File: src/rtl/cga_mem_responder.sv
// rtl/cga_mem_responder.sv - memory-side responder: single/double word cycles with wait states and odd parity
module cga_mem_responder #(
    parameter int WAIT_CYCLES = 2
) (
    input  logic        MCLK,
    input  logic        RESET_N,
    input  logic        MREQ,
    input  logic        WRITE,
    input  logic        DOUBLE,
    input  logic        SHADOW,
    input  logic [13:0] LA_23_10,
    input  logic [9:0]  ADDR_9_0,
    input  logic [15:0] WDATA,
    input  logic [15:0] WDATA2,
    input  logic        PARCLR,
    input  logic [15:0] MEM_RDATA,
    input  logic        MEM_PAR_IN,
    output logic        BUSY,
    output logic        RDY,
    output logic [15:0] RDATA,
    output logic [15:0] RDATA2,
    output logic        PARERR,
    output logic [23:0] PERR_ADDR,
    output logic [23:0] MEM_ADDR,
    output logic [15:0] MEM_WDATA,
    output logic        MEM_PAR_OUT,
    output logic        MEM_OE,
    output logic        MEM_WE,
    output logic        MEM_SHADOW
);

    typedef enum logic [1:0] {IDLE, SETUP, ACCESS, DONE} state_t;

    localparam logic [3:0] LAST_WAIT = 4'(WAIT_CYCLES);

    state_t      state;
    logic [3:0]  wait_cnt;
    logic        is_write;
    logic        is_double;
    logic        second_word;
    logic [15:0] wdata2_q;
    logic [15:0] rdata1_q;
    logic        rd_bad;

    // Odd parity: a good word has an odd number of ones across data plus parity bit.
    assign rd_bad = ~(^{MEM_RDATA, MEM_PAR_IN});

    always_ff @(posedge MCLK or negedge RESET_N) begin
        if (!RESET_N) begin
            state       <= IDLE;
            wait_cnt    <= 4'd0;
            is_write    <= 1'b0;
            is_double   <= 1'b0;
            second_word <= 1'b0;
            wdata2_q    <= 16'd0;
            rdata1_q    <= 16'd0;
            BUSY        <= 1'b0;
            RDY         <= 1'b0;
            RDATA       <= 16'd0;
            RDATA2      <= 16'd0;
            PARERR      <= 1'b0;
            PERR_ADDR   <= 24'd0;
            MEM_ADDR    <= 24'd0;
            MEM_WDATA   <= 16'd0;
            MEM_PAR_OUT <= 1'b0;
            MEM_OE      <= 1'b0;
            MEM_WE      <= 1'b0;
            MEM_SHADOW  <= 1'b0;
        end else begin
            if (PARCLR)
                PARERR <= 1'b0;
            case (state)
                IDLE: begin
                    if (MREQ) begin
                        MEM_ADDR    <= {LA_23_10, ADDR_9_0};
                        MEM_WDATA   <= WDATA;
                        MEM_PAR_OUT <= ~^WDATA;
                        MEM_SHADOW  <= SHADOW;
                        wdata2_q    <= WDATA2;
                        is_write    <= WRITE;
                        is_double   <= DOUBLE;
                        second_word <= 1'b0;
                        BUSY        <= 1'b1;
                        state       <= SETUP;
                    end
                end
                SETUP: begin
                    wait_cnt <= 4'd0;
                    MEM_OE   <= ~is_write;
                    MEM_WE   <= is_write;
                    state    <= ACCESS;
                end
                ACCESS: begin
                    if (wait_cnt == LAST_WAIT) begin
                        MEM_OE <= 1'b0;
                        MEM_WE <= 1'b0;
                        if (!is_write) begin
                            // A new error overrides a same-edge clear; otherwise the first address sticks.
                            if (rd_bad && (!PARERR || PARCLR)) begin
                                PARERR    <= 1'b1;
                                PERR_ADDR <= MEM_ADDR;
                            end
                            if (is_double && !second_word) begin
                                rdata1_q <= MEM_RDATA;
                            end else if (is_double) begin
                                RDATA  <= rdata1_q;
                                RDATA2 <= MEM_RDATA;
                            end else begin
                                RDATA <= MEM_RDATA;
                            end
                        end
                        if (is_double && !second_word) begin
                            second_word <= 1'b1;
                            MEM_ADDR    <= MEM_ADDR + 24'd1;
                            MEM_WDATA   <= wdata2_q;
                            MEM_PAR_OUT <= ~^wdata2_q;
                            state       <= SETUP;
                        end else begin
                            RDY   <= 1'b1;
                            state <= DONE;
                        end
                    end else begin
                        wait_cnt <= wait_cnt + 4'd1;
                    end
                end
                DONE: begin
                    RDY   <= 1'b0;
                    BUSY  <= 1'b0;
                    state <= IDLE;
                end
                default: state <= IDLE;
            endcase
        end
    end

endmodule
File: config.mk
export PLATFORM = sky130hd
export DESIGN_NAME = cga_mem_responder
export DESIGN_NICKNAME = d
export VERILOG_FILES = /design/src/rtl/cga_mem_responder.sv
export SDC_FILE = /design/constraint.sdc
export NUM_CORES = 1
export LEC_CHECK = 0
export CAP_MARGIN = 20
export CELL_PAD_IN_SITES_DETAIL_PLACEMENT = 0
export CELL_PAD_IN_SITES_GLOBAL_PLACEMENT = 1
export CORE_MARGIN = 5
export CORE_UTILIZATION = 34
export DETAILED_ROUTE_END_ITERATION = 10
export PLACE_DENSITY_LB_ADDON = 0.1
export SYNTH_ARGS = -nofsm -noshare
export SYNTH_HDL_FRONTEND = slang
export SYNTH_SLANG_ARGS = --single-unit
File: constraint.sdc
create_clock -name MCLK -period 2.2 [get_ports MCLK]
set_clock_uncertainty 0.05 [all_clocks]
set_input_delay 0.66 -clock MCLK [delete_from_list [all_inputs] [get_ports MCLK]]
set_output_delay 0.66 -clock MCLK [all_outputs]
set_load 0.01 [all_outputs]
# ---- Word level (Yosys, flattened, before mapping)
# Cells that the tools add are included.
dict set report totals {
  ff_bits 144
  inputBits 80
  out_inout_bits 103
  elab_cells 93
}
dict set report op_classes {
  addsub 2
  n_eq_ne 9
  mux 36
  bitwise 3
  n_reduce_logical 24
}
# op count
set op_table {}
lappend op_table {{$mux 24} 3}
lappend op_table {{$mux 16} 4}
lappend op_table {{$pmux 24 s2} 1}
lappend op_table {{$pmux 16 s2} 1}
lappend op_table {{$reduce_xnor 16->1} 2}
lappend op_table {{$add 24x1->24 const B} 1}
lappend op_table {{$reduce_xor 17->1} 1}
lappend op_table {{$reduce_and 4->1} 4}
lappend op_table {{$mux 1} 15}
lappend op_table {{$pmux 1 s2} 6}
lappend op_table {{$ne 2x2->1 const B} 5}
lappend op_table {{$reduce_and 2->1} 5}
lappend op_table {{$pmux 2 s4} 1}
lappend op_table {{$pmux 4 s2} 1}
lappend op_table {{$reduce_bool 2->1} 4}
lappend op_table {{$mux 2} 3}
lappend op_table {{$reduce_and 5->1} 1}
lappend op_table {{$add 4x1->4 const B} 1}
lappend op_table {{$eq 2x2->1 const B} 2}
lappend op_table {{$eq 4x2->1 const B} 1}
lappend op_table {{$mux 4} 1}
lappend op_table {{$not 1->1} 3}
lappend op_table {{$reduce_and 3->1} 1}
lappend op_table {{$eq 2x1->1 const B} 1}
lappend op_table {{4 further kinds} 6}

# ---- Longest topological paths before layout
dict set report depth {
  depth_word 7
  mapped_depth 9
  depth_no_buf 8
}

# ---- Worst setup path after synthesis
# OpenSTA, ideal clock, no wires.
dict set report synth_timing {
  path_kind {input to register}
  startpoint {input port MEM_RDATA[6]}
  endpoint {register PERR_ADDR[10]}
  setup_time_ns 0.125
  arrival_ns 2.186
  required_ns 2.025
  slack_ns -0.161
  cell_stages 7
  n_path_buf 1
  path_cell_list {xnor2_1 > xnor2_2 > xnor3_1 > xnor2_2 > nand3_4 > buf_6 > mux2_4}
}
dict set report synth_via {
  elab_chain_len 4
}
# element line_no
set synth_rtl {}
lappend synth_rtl {{from (decl)} 16} ;# input logic [15:0] MEM_RDATA,
lappend synth_rtl {{$reduce_xor 17->1} 46} ;# assign rd_bad = ~(^{MEM_RDATA, MEM_PAR_IN});
lappend synth_rtl {{$not 1->1} 46}
lappend synth_rtl {{$logic_and 1x1->1} 99} ;# if (rd_bad && (!PARERR || PARCLR)) begin
lappend synth_rtl {{$reduce_and 4->1 (no line)} --}
lappend synth_rtl {{to (signal assigned)} 62} ;# PERR_ADDR <= 24'd0;
lappend synth_rtl {{to (signal assigned)} 101} ;# PERR_ADDR <= MEM_ADDR;
lappend synth_rtl {{to (decl)} 23} ;# output logic [23:0] PERR_ADDR,
# Every way passes these cells.
# A chain may end at the register's enable or synchronous reset.

# ---- Worst setup path after layout
dict set report layout_timing {
  startpoint {input port MEM_RDATA[9]}
  endpoint {register PERR_ADDR[3]}
}
# The elaborated chain is that of the path after synthesis.

==> flow_summary_export.csv <==
group,metric,value,unit
pwr,power.total,14.72,mW
die,io_pins,183,
synth,yosysMostFrequentCell,"dfrtp_1",
drt,wire_per_inst,17.14,um
finish,diodes,0,
global_routing,grt_pass1_vias,5785,
die,die_x,151.8,um
pwr,pwr_density_cell,1452,mW/mm^2
synth,syn_nets,708,
synth,ys_types,48,
finish,fin_cells,1132,
status,failed_checks,"negative setup slack",
critical_path,path_cells,"buf_8 > xnor2_4 > xnor2_2 > xnor3_1 > xnor2_2 > nand3_4 > buf_12 > buf_16 > mux2_4",
pwr,ir_drop,0.6025,mV
drt,first_pass_iters,4,
sta,finalCriticalPeriod,2249,ps
clocking,cts_max_path_buffers,2,
sta,rsz0062_at_grt,"yes",
die,core_area,0.01965,mm^2
clocking,tritoncts,"built",
finish,register_area,0.003612,mm^2
clocking,clock-root-buffer,"clkbuf_16",
synth,ys_seq_area_share,52.75,%
synth,synth_edf_count,0,
sta,timing.fmax,444.7,MHz
synth,synth-seq-cells,144,
drt,drt_wl_total,19410,um
critical_path,cp_slowest_cell,"xnor3_1",
finish,syn2layout_area_growth,48.44,%
global_routing,antenna_found_initial,1,
sta,finalHoldViolCount,0,
die,die_h,151.8,um
clocking,cts-hold-fix-buffers,0,
global_routing,grt_max_degree,61,
synth,syn_area,0.006832,mm^2
synth,syn_inst,625,
placement,hpwl,14010,um
synth,synth-main-ff-cell,"dfrtp_1",
critical_path,critical_path_arrival,2500,ps
drt,postRouteAntennaNets,0,
clocking,cts_buffers,17,
global_routing,grt_pass1_wl,30800,um
finish,nets,937,
sta,hold_ws,90.59,ps
critical_path,endpoint_kind,"flip-flop",
sta,setup_slack,-48.75,ps
synth,yosysWarnings,0,
clocking,clk_latency,420,ps
global_routing,grt_usage,17.25,%
sta,final_max_slew_viol_count,0,
synth,synth_top_area_share,52.75,%
critical_path,critPathMostFrequentCell,"xnor2_2",
placement,port_buffers,182,
critical_path,cp_max_fo,6,
min_path,min_path_type,"input pin to asynchronous set/reset pin",
sta,tightest_slew,505.6,ps
die,num_rows,51,
clocking,clkTransAtPathRegs,70,ps
placement,dpl.cell_count,1096,
status,outcome,"finished, violations left",
synth,synthTopCellsByArea,"dfrtp_1, mux2_2, nand2_1, xnor2_1, mux2_4",
job,maxCapViolations,0,
clocking,cts_htree_levels,4,
critical_path,cp-startpoint,"MEM_RDATA[9]",
critical_path,rr_startpoint,"wait_cnt[0]$_DFFE_PN0P_",
critical_path,cp-start-kind,"input pin",
finish,final_util,51.60,%
sta,maxSlewHeadroom,66.03,%
global_routing,grt_overflow,0,
drt,via_per_inst,4.922,
synth,avgSynthCellArea,10.93,um^2
sta,setup_viol_count_final,18,
placement,globalplace.congestion,0.7847,
synth,yosysTopAreaCell,"dfrtp_1",
finish,drive_gt1_share,23.30,%
finish,nFillCells,1823,
finish,multi_input_area,0.003149,mm^2
critical_path,critPathMaxStageDelay,460,ps
drt,vias,5572,
sta,finalCritPeriodShare,102.2,%
clocking,cts_sinks,144,
synth,async_reset_ff_share,100.0,%
die,start_util,34.76,%
critical_path,crit_type,"input pin to flip-flop",
synth,yosys-top-cells-count,"dfrtp_1, nand2_1, mux2_2",
critical_path,cp.required,2450,ps
pwr,p_leak,4.445,nW
drt,dr.first_iter.drc_count,268,
die,die-area,0.02303,mm^2
drt,drc,0,
## metal layers
metal / GRT usage (%) / wire (um) / vias up
met5: 0 / 7 / -
met4: 5.031 / 265 / 2
met3: 4.878 / 1147 / 21
met2: 28.02 / 9161 / 146
met1: 22.55 / 8825 / 2736
li1: - / - / 2667
## stage by stage
step / worst slack, ps / area, um^2 / TNS [ps]
detailed placement: -911.1 / 9375 / -26190
global route: -100.6 / 10140 / -1581
floorplan: -154.4 / 6844 / -3089
global placement: -859.4 / 9375 / -23050
finish: -48.75 / 10140 / -643.7
CTS: -107.1 / 10080 / -2215
## flip-flops by register name (all words and copies together) (netlist names), 2 cells and up
register and cells:
PERR_ADDR 24, rdata1_q 16, MEM_ADDR 24, wdata2_q 16, wait_cnt 4, MEM_WDATA 16
state 2, RDATA 16, RDATA2 16
## what timing repair did
item | 4_1_cts | 5_1_grt
cloned | 3 | 0
hold endpoints to repair | 0 | 0
buffers inserted | 2 | 1
pin swaps | 14 | 6
setup endpoints to repair | 28 | 39
resized for setup | 52 | 28
## cell usage in the layout, fill, tap and decap left out, drive strengths merged, types with 3 or more instances in the layout
| cell | netlist | final |
|---|---|---|
| inv | 10 | 16 |
| o21ai | 44 | 44 |
| nor2 | 28 | 28 |
| clkbuf | 26 | 20 |
| xnor2 | 38 | 38 |
| clkdlybuf4s50 | 0 | 163 |
| o311ai | 3 | 3 |
| mux2i | 17 | 17 |
| nand2b | 3 | 3 |
| a21oi | 41 | 41 |
| xor2 | 6 | 6 |
| nand3 | 15 | 15 |
| ha | 3 | 3 |
| nor4 | 3 | 3 |
| a31oi | 22 | 22 |
| nand2 | 86 | 86 |
| o22ai | 8 | 8 |
| mux2 | 74 | 74 |
| clkinv | 0 | 4 |
| buf | 9 | 73 |
| dfrtp | 144 | 144 |
| dlygate4sd2 | 0 | 6 |
| and3 | 9 | 9 |
| nand4 | 4 | 4 |
| nor3 | 9 | 9 |
## worst max-delay path: cells and delay by family
kind                      cells  cell delay (ps)
xor gates and xnor gates      4              990
buffers and inverters         3              410
muxes                         1              290
and+or+nand+nor               1              140
## cell families after synthesis
kind of cell	after synthesis	synth area share, %
simple gates	166	10.97
flops	144	52.75
compound gates	131	10.95
mux	91	15.79
xor+xnor	45	6.190
buf+inv	45	2.802
fa+ha+maj	3	0.5495
## report_power, final
part	total, mW	switching, mW	internal (mW)
clock network	2.89	1.21	1.67
registers	4.90	0.979	3.92
logic	6.94	3.10	3.84
## final timing paths
kind / endpoint / slack, ps / cells after the start
setup / recovery: PERR_ADDR[3]$_DFFE_PN0P_ / -50 / 9
hold / removal: RDY$_DFFE_PN0P_ / 90 / 1
setup reg to reg: PERR_ADDR[3]$_DFFE_PN0P_ / 30 / 9
hold reg to reg: RDATA[9]$_DFFE_PN0P_ / 440 / 2
max in group asynchronous: MEM_ADDR[0]$_DFFE_PN0P_ / 1330 / 2
min in group MCLK: RDATA[9]$_DFFE_PN0P_ / 440 / 2
## area by class of cell
class	count	area share, %
Clock buffer	20	4.602
Clock inverter	12	1.197
Inverter	10	0.3701
Multi-Input combinational cell	436	31.05
Sequential cell	144	35.62
Tap cell	265	3.270
Timing Repair Buffer	245	23.89
Note: power is estimated with default switching activity, not from simulation.
